### config.mk
export PLATFORM = sky130hd
export DESIGN_NAME = ahb_bus_arbiter
export DESIGN_NICKNAME = d
export VERILOG_FILES = /design/src/rtl/ahb_bus_arbiter.sv
export SDC_FILE = /design/constraint.sdc
export NUM_CORES = 1
export LEC_CHECK = 0
export BUFFER_PORTS_ARGS = -buffer_cell sky130_fd_sc_hd__buf_2
export CAP_MARGIN = 20
export CORE_MARGIN = 3
export CORE_UTILIZATION = 36
export CTS_CLUSTER_DIAMETER = 50
export DETAILED_ROUTE_END_ITERATION = 10
export GPL_ROUTABILITY_DRIVEN = 0
export SYNTH_ARGS = -nofsm -noshare
export SYNTH_HDL_FRONTEND = slang
export SYNTH_SLANG_ARGS = --single-unit
### constraint.sdc
create_clock -name HCLK -period 2.5 [get_ports HCLK]
set_clock_uncertainty 0.15 [all_clocks]
set_input_delay 0.25 -clock HCLK [delete_from_list [all_inputs] [get_ports HCLK]]
set_output_delay 0.25 -clock HCLK [all_outputs]
set_load 0.02 [all_outputs]
### src/rtl/ahb_bus_arbiter.sv
// Two-master AHB-Lite arbiter: grants, address/data-phase owner tracking, burst and lock protection.
// Optional bus locking is compiled in with the macro AHB_ARB_LOCK_EN.
module ahb_bus_arbiter #(
  parameter int ROUND_ROBIN    = 1,
  parameter int DEFAULT_MASTER = 0,
  parameter int MAX_HOLD       = 16
) (
  input  logic       HCLK,
  input  logic       HRESET,
  input  logic       HBUSREQ_M0,
  input  logic       HBUSREQ_M1,
  input  logic [1:0] HTRANS_M0,
  input  logic [1:0] HTRANS_M1,
  input  logic [2:0] HBURST_M0,
  input  logic [2:0] HBURST_M1,
`ifdef AHB_ARB_LOCK_EN
  input  logic       HLOCK_M0,
  input  logic       HLOCK_M1,
`endif
  input  logic       HREADY,
  output logic       HGRANT_M0,
  output logic       HGRANT_M1,
  output logic       HMASTER,
  output logic       HMASTER_D,
  output logic       HMASTLOCK
);

  localparam logic [1:0] TR_IDLE   = 2'b00;
  localparam logic [1:0] TR_BUSY   = 2'b01;
  localparam logic [1:0] TR_NONSEQ = 2'b10;
  localparam logic [1:0] TR_SEQ    = 2'b11;

  localparam logic DEF_M = (DEFAULT_MASTER != 0);
  localparam logic RR_EN = (ROUND_ROBIN != 0);
  localparam int   HW    = $clog2(MAX_HOLD + 1);
  localparam logic [HW-1:0] HOLD_LAST = HW'(MAX_HOLD - 1);

  typedef enum logic [1:0] {
    ST_ARB    = 2'd0,
    ST_BURST  = 2'd1,
    ST_LOCKED = 2'd2
  } state_t;

  state_t        state_reg, state_next;
  logic          grant_reg, grant_next;
  logic          last_served_reg, last_served_next;
  logic          hmaster_reg, hmaster_next;
  logic          hmaster_d_reg, hmaster_d_next;
  logic [3:0]    beat_cnt_reg, beat_cnt_next;
  logic [HW-1:0] hold_cnt_reg, hold_cnt_next;

  logic [1:0] req;
  logic [1:0] lock_req;
  logic [1:0] owner_trans;
  logic [2:0] owner_burst;
  logic       beat_accepted;
  logic       burst_start;
  logic       lock_enter;
  logic       hold_event;
  logic       arb_grant;
  logic       arb_valid;
  logic       do_arb;
  logic       use_hold;
  logic [3:0] beat_load;

  assign req = {HBUSREQ_M1, HBUSREQ_M0};

`ifdef AHB_ARB_LOCK_EN
  assign lock_req = {HLOCK_M1, HLOCK_M0};
`else
  assign lock_req = 2'b00;
`endif

  // Transfer qualifiers always come from the address-phase owner, not the grantee.
  assign owner_trans   = hmaster_reg ? HTRANS_M1 : HTRANS_M0;
  assign owner_burst   = hmaster_reg ? HBURST_M1 : HBURST_M0;
  assign beat_accepted = (owner_trans == TR_NONSEQ) || (owner_trans == TR_SEQ);
  assign burst_start   = (owner_trans == TR_NONSEQ) && (owner_burst >= 3'b010);
  assign lock_enter    = req[grant_reg] && lock_req[grant_reg];
  assign hold_event    = beat_accepted && req[~grant_reg] && (hmaster_reg == grant_reg);

  always_comb begin
    beat_load = 4'd15;
    case (owner_burst)
      3'b010, 3'b011: beat_load = 4'd3;
      3'b100, 3'b101: beat_load = 4'd7;
      default:        beat_load = 4'd15;
    endcase
  end

  always_comb begin
    arb_valid = |req;
    arb_grant = DEF_M;
    if (req[0] && req[1]) begin
      arb_grant = RR_EN ? ~last_served_reg : 1'b0;
    end else if (req[0]) begin
      arb_grant = 1'b0;
    end else if (req[1]) begin
      arb_grant = 1'b1;
    end
  end

  always_comb begin
    state_next       = state_reg;
    grant_next       = grant_reg;
    last_served_next = last_served_reg;
    hmaster_next     = hmaster_reg;
    hmaster_d_next   = hmaster_d_reg;
    beat_cnt_next    = beat_cnt_reg;
    hold_cnt_next    = hold_cnt_reg;
    do_arb           = 1'b0;
    use_hold         = 1'b0;
    if (HREADY) begin
      hmaster_next   = grant_reg;
      hmaster_d_next = hmaster_reg;
      unique case (state_reg)
        ST_ARB: begin
          if (burst_start) begin
            state_next       = ST_BURST;
            beat_cnt_next    = beat_load;
            last_served_next = hmaster_reg;
            hold_cnt_next    = '0;
          end else if (lock_enter) begin
            state_next    = ST_LOCKED;
            hold_cnt_next = '0;
          end else begin
            do_arb   = 1'b1;
            use_hold = 1'b1;
          end
        end
        ST_BURST: begin
          if (owner_trans == TR_BUSY) begin
            beat_cnt_next = beat_cnt_reg;
          end else if ((owner_trans == TR_SEQ) && (beat_cnt_reg != 4'd1)) begin
            beat_cnt_next = beat_cnt_reg - 4'd1;
          end else if (lock_enter) begin
            // Last beat or early termination: either lock or hand back to arbitration.
            state_next = ST_LOCKED;
          end else begin
            state_next = ST_ARB;
            do_arb     = 1'b1;
          end
        end
        ST_LOCKED: begin
          if ((hmaster_reg == grant_reg) && !lock_req[hmaster_reg] &&
              (owner_trans != TR_BUSY)) begin
            state_next = ST_ARB;
            do_arb     = 1'b1;
          end
        end
        default: state_next = ST_ARB;
      endcase

      if (do_arb) begin
        hold_cnt_next = '0;
        if (use_hold && hold_event && (hold_cnt_reg == HOLD_LAST)) begin
          grant_next       = ~grant_reg;
          last_served_next = ~grant_reg;
        end else begin
          grant_next = arb_grant;
          if (arb_valid) begin
            last_served_next = arb_grant;
          end
          if (use_hold && hold_event && (arb_grant == grant_reg)) begin
            hold_cnt_next = hold_cnt_reg + 1'b1;
          end
        end
      end
    end
  end

  always_ff @(posedge HCLK or posedge HRESET) begin
    if (HRESET) begin
      state_reg       <= ST_ARB;
      grant_reg       <= DEF_M;
      last_served_reg <= ~DEF_M;
      hmaster_reg     <= DEF_M;
      hmaster_d_reg   <= DEF_M;
      beat_cnt_reg    <= 4'd0;
      hold_cnt_reg    <= '0;
    end else begin
      state_reg       <= state_next;
      grant_reg       <= grant_next;
      last_served_reg <= last_served_next;
      hmaster_reg     <= hmaster_next;
      hmaster_d_reg   <= hmaster_d_next;
      beat_cnt_reg    <= beat_cnt_next;
      hold_cnt_reg    <= hold_cnt_next;
    end
  end

`ifdef AHB_ARB_LOCK_EN
  logic hmastlock_reg;

  // Lock indication follows the grantee so it lines up with HMASTER.
  always_ff @(posedge HCLK or posedge HRESET) begin
    if (HRESET) begin
      hmastlock_reg <= 1'b0;
    end else if (HREADY) begin
      hmastlock_reg <= lock_req[grant_reg];
    end
  end

  assign HMASTLOCK = hmastlock_reg;
`else
  assign HMASTLOCK = 1'b0;
`endif

  assign HGRANT_M0 = ~grant_reg;
  assign HGRANT_M1 = grant_reg;
  assign HMASTER   = hmaster_reg;
  assign HMASTER_D = hmaster_d_reg;

endmodule
# ---- Word-level counts from Yosys, hierarchy flattened
# Index checks and enable logic that the tools add are counted.
dict set report classes {
  n_addsub 2
  magnitude_cmp 4
  n_eq_ne 20
  mux 44
  bitwise 2
  reduce_logical 24
}
# cell count
set ops {}
lappend ops {{two-way mux 5 bit} 6}
lappend ops {{two-way mux 1 bit} 23}
lappend ops {{one-hot mux 4 bit (2 select lines)} 2}
lappend ops {{two-way mux 2 bit} 7}
lappend ops {{two-way mux 4 bit} 3}
lappend ops {{logical AND 1 bit} 11}
lappend ops {{!= test 2 bit, second input constant} 5}
lappend ops {{AND reduction 5 bit} 2}
lappend ops {{== test 2 bit, second input constant} 3}
lappend ops {{== test 3 x 2 -> 1 bit, second input constant} 2}
lappend ops {{== test 3 bit, second input constant} 2}
lappend ops {{less-than comparator 1 x 2 -> 1 bit, second input constant} 3}
lappend ops {{one-hot mux 2 bit (3 select lines)} 1}
lappend ops {{OR reduction 2 bit} 3}
lappend ops {{adder 5 x 1 -> 5 bit, second input constant} 1}
lappend ops {{== test 5 x 4 -> 1 bit, second input constant} 1}
lappend ops {{== test 2 x 1 -> 1 bit, second input constant} 2}
lappend ops {{!= test 4 x 1 -> 1 bit, second input constant} 1}
lappend ops {{nonzero test 2 bit} 2}
lappend ops {{subtractor 4 x 1 -> 4 bit, second input constant} 1}
lappend ops {{>= comparator 3 x 2 -> 1 bit, second input constant} 1}
lappend ops {{two-way mux 3 bit} 1}
lappend ops {{!= test 3 bit, second input constant} 1}
lappend ops {{one-hot mux 1 bit (3 select lines)} 1}
lappend ops {{9 further kinds} 11}
dict set report word_totals {
  ff_bits 15
  input_bits 15
  out_inout_bits 5
  wordCells 103
}

# ---- Depth between registers and ports, before layout
# Gate-level depths: netlist of the first run.
dict set report depth {
  depth_word 12
  mapped_depth 8
  mapped_depth_nobuf 7
}

# ---- Least setup slack after synthesis of the first run
# OpenSTA, ideal clock, no wires.
dict set report synth_path {
  kind {flip-flop to flip-flop}
  from {register hmaster_reg, in the netlist HMASTER}
  to {register beat_cnt_reg[1]}
  setup_time_ns 0.125
  arrival_time_ns 2.293
  t_required_ns 2.225
  setup_slack_ns -0.068
  path_stages_with_launch 9
  n_path_buf 1
  synth_period_minus_slack_ns 2.568
  cell_sequence {dfrtp_1 buf_4 mux2i_1 ha_1 and4bb_4 o21bai_1 a21oi_2 a21boi_4 mux2_4}
}
dict set report synth_via {
  elab_chain_cells 5
  elab_cells_between_ends 12
  cone_classes {order compare (1); eq/ne (6); mux (2); reduce/logical (3)}
}
# element line_no
set synth_rtl {}
lappend synth_rtl {{from (decl)} 47} ;# logic hmaster_reg, hmaster_next;
lappend synth_rtl {{from (signal assigned)} 185} ;# hmaster_reg <= hmaster_next;
lappend synth_rtl {{two-way mux 3 bit / two-way mux 2 bit (equally long branches)} {76, 75}}
lappend synth_rtl {{>= comparator 3 x 2 -> 1 bit, or another cell as far along} 78} ;# assign burst_start = (owner_trans == TR_NONSEQ) && (owner_burst >= 3'b010);
lappend synth_rtl {{logical AND 1 bit (on tied branches)} {78, 134}}
lappend synth_rtl {{!= test 2 bit (no line)} -}
lappend synth_rtl {{AND reduction 5 bit (no line) *} -}
lappend synth_rtl {{to (signal assigned)} 187} ;# beat_cnt_reg <= beat_cnt_next;
lappend synth_rtl {{to (decl)} 49} ;# logic [3:0] beat_cnt_reg, beat_cnt_next;
# Every way passes the cells marked *; elsewhere a longest branch is shown, timed or not.
# A chain may end at the register's enable or synchronous reset.

# ---- Worst setup path in the final report of the first run
# Ends and elaborated chain as after synthesis.

==> qor.yml, run 1 <==
global_routing:
  grt-ovfl-total: 0
  grt_pass1_vias: 928
  antenna_found_initial: 0
  grt_usage: 0.132
  grt_max_degree: 16
  grt_pass1_wl_um: 4260
job:
  drv_cap: 0
worst_hold_path:
  min_path_cells: 2
  hold_path.class: "in2reg"
clocking:
  cts_buffers: 3
  insertion_delay_ns: 0.29
  cts_buffer_depth: 2
  cts-resized-gates: 0
  clkTransAtPathRegs_ns: 0.10
  post_cts_buffers: 0
  cts-root-buf: "clkbuf_4"
  h-tree-depth: 1
  cts_tree: "done"
  clock-sinks: 15
cells_and_area:
  synthToLayoutAreaGrowth_pct: 14.7
  antenna_cells: 0
  drive_gt1_frac: 0.288
  fin_nets: 161
  largest_reg_flops: 5
  final_core_util: 0.440
  design_area_mm2: 0.00135
route:
  ant_nets: 0
  wl_per_cell_um: 13.1
  vias_per_cell: 5.19
  dr.pass1.iters: 4
  num_vias: 950
  routed_wl_um: 2390
  drc: 0
  drt-initial-drc-count: 31
synth:
  synth-simple-area-share: 0.218
  postSynthCellCount: 119
  synth_ff_type: "dfrtp_1"
  synthMuxAreaShare: 0.0838
  synth-adder-area-share: 0.0636
  synth_top_family_by_area: "compound AO/OA/AOI/OAI gates"
  synth_area_leaders: "dfrtp_1, ha_1, mux2i_1"
  yosysUniqueCellTypes: 50
  synth_area_mm2: 0.00118
  synth-async-reset-ratio: 1.00
  synth_compound_area_frac: 0.240
  synth_xor_area_frac: 0.0148
  synth.largest_area_cell: "dfrtp_1"
  seq_area_frac_synth: 0.319
  ys_warn_count: 0
  synth_seq_cells: 15
  syn_area_per_cell_um2: 9.91
  syn_nets: 140
  yosysTopAreaCellShare: 0.297
  synth_edf_count: 0
worst_setup_path:
  cp-end-kind: "register"
  ff2ff_path_depth: 7
  crit_fanout: 5
  start_kind: "register"
  path_class: "reg2reg"
  arrival_ns: 2.40
  required_ns: 2.53
floorplan:
  die_h_um: 63.3
  core_mm2: 0.00308
  die_area_mm2: 0.00400
  initial_core_util: 0.383
  io_pins: 20
  row_count: 20
  die_width_um: 63.3
place:
  hpwl_um: 1920
  pre_cts_slack_ns: 0.146
  placed_area_mm2: 0.00132
  port_buffers: 16
timing:
  timing.fmax_mhz: 422
  drv_slew: 0
  fin_tns_setup_ns: 0
  fin_crit_sh: 0.947
  relSlewSlack: 0.600
  setup_viol: 0
  rsz0062_at_grt: "no"
  worst_slew_pin_slew_ns: 0.599
  fin_ws_ns: 0.132
  hold_viol_final: 0
  fin_crit_ns: 2.37
pwr:
  power.density_mw_per_mm2: 902
  p_seq_frac: 0.343
  swShare: 0.443
  peakVddDrop_mv: 0.265
  p_total_mw: 1.22
  p_switching_uw: 542
  combPwrFrac: 0.538
  p_clk_frac: 0.119
  p_int_uw: 680
  p_leak_nw: 0.626
outcome:
  status: "finished clean"
==> layout make-up <==
cell class                 instances  area (µm²)
clock inverter                     1        5.00
inverter                          12        45.0
timing repair buffer              20         113
fill                             294        1720
clock buffer                       3        22.5
multi-input combinational         88         736
tap                               44        55.1
sequential                        15         378
==> synthesized netlist by cell type (all sizes together) (2+ instances only) <==
| master | n |
|---|---|
| o221ai | 2 |
| inv | 12 |
| ha | 6 |
| a21boi | 2 |
| o32ai | 2 |
| o21ai | 4 |
| nand3b | 2 |
| nor2 | 7 |
| nand2 | 10 |
| buf | 3 |
| nand2b | 3 |
| mux2 | 4 |
| a22o | 3 |
| nor4bb | 2 |
| mux2i | 5 |
| a21o | 2 |
| a221oi | 2 |
| xnor2 | 2 |
| o21a | 2 |
| dfrtp | 14 |
| a21oi | 6 |
| nand3 | 3 |
| o41ai | 2 |
==> path summary, 6_finish.rpt <==
check | start | endpoint | slack, ns
max in group asynchronous | HRESET | HMASTER$_DFFE_PP0P_ | 1.37
worst max-delay path | HMASTER$_DFFE_PP0P_ | beat_cnt_reg[1]$_DFFE_PP0P_ | 0.13
worst min-delay path | HREADY | last_served_reg$_DFFE_PP1P_ | 0.16
worst max register to register | HMASTER$_DFFE_PP0P_ | beat_cnt_reg[1]$_DFFE_PP0P_ | 0.13
min in group asynchronous | HRESET | state_reg[1]$_DFFE_PP0P_ | 0.40
worst min register to register | hold_cnt_reg[4]$_DFFE_PP0P_ | hold_cnt_reg[4]$_DFFE_PP0P_ | 0.36
==> cell usage in the layout (no fill, tap or decap), types with 5 or more instances in the layout <==
cell     count
inv_1       12
ha_1         6
nand2_1     10
nor2_1       6
dfrtp_1     13
a21oi_1      5
buf_2       16
mux2i_1      5
==> kinds of logic (layout without fill, tap and decap cells) <==
group / Yosys count / in the layout
flops: 15 / 15
fa+ha+maj: 6 / 6
compound gates: 33 / 33
xor+xnor: 2 / 2
simple gates: 37 / 37
buf+inv: 16 / 36
other cells: 1 / 1
mux: 9 / 9
==> worst max-delay path: stages, from the launching register on <==
cell,delay [ns]
dfrtp_2,0.45
mux2i_1,0.15
ha_1,0.26
and4bb_4,0.40
o21bai_1,0.10
a21oi_2,0.18
a21boi_4,0.26
mux2_4,0.31
==> routing by layer <==
layer,routed length [µm],track usage,up-vias,share of wire
met1,1180,0.172,461,0.49
met3,94,0.0321,2,0.039
li1,-,-,472,-
met4,21,0.0485,0,0.0088
met5,0,0,-,0
met2,1100,0.209,15,0.46
==> power by group through the flow <==
stage                     Clock, mW  Sequential, mW  Combinational (mW)
after floorplan                   0           0.439               0.474
after global placement            0           0.419               0.652
after detailed placement          0           0.424               0.659
after CTS                     0.150           0.418               0.664
after global routing          0.169           0.434               0.730
final                         0.145           0.419               0.658
==> per-stage QoR <==
| stage | hold WS (ns) | cells |
|---|---|---|
| 2_1_floorplan | 0.000696 | 119 |
| 4_1_cts | 0.161 | 183 |
| 6_report | 0.164 | 183 |
| 5_1_grt | 0.176 | 183 |
| 3_3_place_gp | 0.199 | 178 |
| 3_5_place_dp | 0.210 | 178 |
==> timing repair <==
item | CTS | global route
hold buffers | 1 | 0
hold endpoints to repair | 14 | 0
endpoints found under the setup margin | 0 | 0
(Power assumes the default switching activity.)
==> run 2: changes to the inputs <==
- CELL_PAD_IN_SITES_DETAIL_PLACEMENT: default -> 1
- CELL_PAD_IN_SITES_GLOBAL_PLACEMENT: default -> 1
- PLACE_DENSITY_LB_ADDON: default -> 0.1
- SLEW_MARGIN: default -> 20
==> qor.yml, run 2 (synthesized netlist as in run 1, its figures left out) <==
outcome:
  status: "finished clean"
timing:
  timing.fmax_mhz: 434  # +2.8%
  fin_crit_ns: 2.30  # -0.0655 ns
  worst_slew_pin_slew_ns: 0.597  # -0.00169 ns
  relSlewSlack: 0.601  # about the same
  hold_viol_final: 0  # unchanged
  setup_viol: 0  # unchanged
  rsz0062_at_grt: "no"
  drv_slew: 0  # unchanged
  fin_tns_setup_ns: 0  # unchanged
  fin_crit_sh: 0.921  # -0.0262
  hold_slack_ns: 0.191  # +0.0264 ns
clocking:
  h-tree-depth: 1  # unchanged
  cts_buffers: 3  # unchanged
  cts_buffer_depth: 2  # unchanged
  post_cts_buffers: 0  # unchanged
  cts-root-buf: "clkbuf_4"
  insertion_delay_ns: 0.28  # about the same
  clock-sinks: 15  # unchanged
  clkTransAtPathRegs_ns: 0.10  # about the same
  cts_tree: "done"
global_routing:
  grt_max_degree: 17  # +1
  grt.met1_usage: 0.210  # +0.0380
  grt_pass1_wl_um: 4790  # +12%
  grt_usage: 0.149  # +0.0173
  grt_busiest_layer: "met2"
  antenna_found_initial: 0  # unchanged
  grt_util_met2: 0.231  # +0.0211
  grt_pass1_vias: 1040  # +12%
  grtUsageMet3: 0.0303  # -0.00178
  grt-ovfl-total: 0  # unchanged
pwr:
  power.density_mw_per_mm2: 920  # +2.0%
  p_leak_nw: 0.631  # +0.76%
  peakVddDrop_mv: 0.370  # +39%
worst_setup_path:
  crit_fanout: 5  # unchanged
  start_kind: "register"
  required_ns: 2.53  # about the same
  path_class: "reg2reg"
  cp-end-kind: "register"
  arrival_ns: 2.33  # -0.07 ns
route:
  num_vias: 960  # +1.1%
  dr.pass1.iters: 4  # unchanged
  vias_per_cell: 5.22  # +0.50%
  drt-initial-drc-count: 31  # unchanged
  routed_wl_um: 2750  # +15%
  drc: 0  # unchanged
  wl_per_cell_um: 14.9  # +14%
  ant_nets: 0  # unchanged
floorplan:
  io_pins: 20  # unchanged
  row_count: 20  # unchanged
  die_width_um: 63.3  # unchanged
  initial_core_util: 0.383  # unchanged
  core_mm2: 0.00308  # unchanged
  die_area_mm2: 0.00400  # unchanged
  die_h_um: 63.3  # unchanged
worst_hold_path:
  hold_path.class: "in2reg"
cells_and_area:
  drive_gt1_frac: 0.293  # +0.00509
  largest_reg_flops: 5  # unchanged
  layout_common_cells: "buf_2, dfrtp_1, inv_1"
  antenna_cells: 0  # unchanged
  final_core_util: 0.444  # +0.00447
  final_common_cell: "buf_2"
  synthToLayoutAreaGrowth_pct: 15.9
  fin_nets: 162  # +0.62%
job:
  drv_cap: 0  # unchanged
place:
  hpwl_um: 2160  # +13%
  port_buffers: 16  # unchanged
-- run 2: critical path, cell delays in order (launching register included) --
cell	delay, ns
dfrtp_2	0.44
mux2i_1	0.15
ha_1	0.25
and4bb_4	0.39
o21bai_1	0.10
a21oi_2	0.19
a21boi_4	0.22
mux2_4	0.31
-- run 2: where the power goes --
part           total (mW)  internal, mW  switching (mW)
Combinational       0.698         0.309           0.388
Sequential          0.414         0.325          0.0889
Clock               0.147        0.0619          0.0853
Total                1.26         0.696           0.562
-- run 2: final timing paths --
path                                        startpoint                           to  slack [ns]  cells past startpoint
hold reg to reg            hold_cnt_reg[4]$_DFFE_PP0P_  hold_cnt_reg[4]$_DFFE_PP0P_        0.35                      1
min in group asynchronous                       HRESET        HMASTER_D$_DFFE_PP0P_        0.41                      3
max in group asynchronous                       HRESET          HMASTER$_DFFE_PP0P_        1.38                      3
setup / recovery                   HMASTER$_DFFE_PP0P_  beat_cnt_reg[1]$_DFFE_PP0P_        0.20                      7
setup reg to reg                   HMASTER$_DFFE_PP0P_  beat_cnt_reg[1]$_DFFE_PP0P_        0.20                      7
hold / removal                                  HREADY  last_served_reg$_DFFE_PP1P_        0.19                      2
-- run 2: final cells by class --
| type | count | area [µm²] |
|---|---|---|
| inverters | 12 | 45.0 |
| well taps | 44 | 55.1 |
| fillers | 376 | 1710 |
| flip-flops and latches | 15 | 378 |
| clock buffers | 4 | 26.3 |
| repair buffers | 21 | 120 |
| multi-input cells | 88 | 743 |
-- run 2: metrics by stage --
stage	cell area [µm²]	power, mW	cells	worst slack [ns]
3_5_place_dp	1320	1.10	179	0.208
5_1_grt	1370	1.37	184	0.0633
2_1_floorplan	1180	0.914	119	0.0178
4_1_cts	1360	1.25	184	0.188
3_3_place_gp	1320	1.09	179	0.221
6_report	1370	1.26	184	0.197
-- run 2: timing repair --
action | CTS | global route
hold buffers | 1 | 0
endpoints found under the hold margin | 14 | 0
resized for setup | 0 | 1
setup endpoints to repair | 0 | 2
-- run 2: layer usage --
layer | part of all wire | wire length [µm]
met1 | 0.49 | 1350
met5 | 0 | 0
met2 | 0.47 | 1290
met4 | 0.0047 | 13
met3 | 0.033 | 90
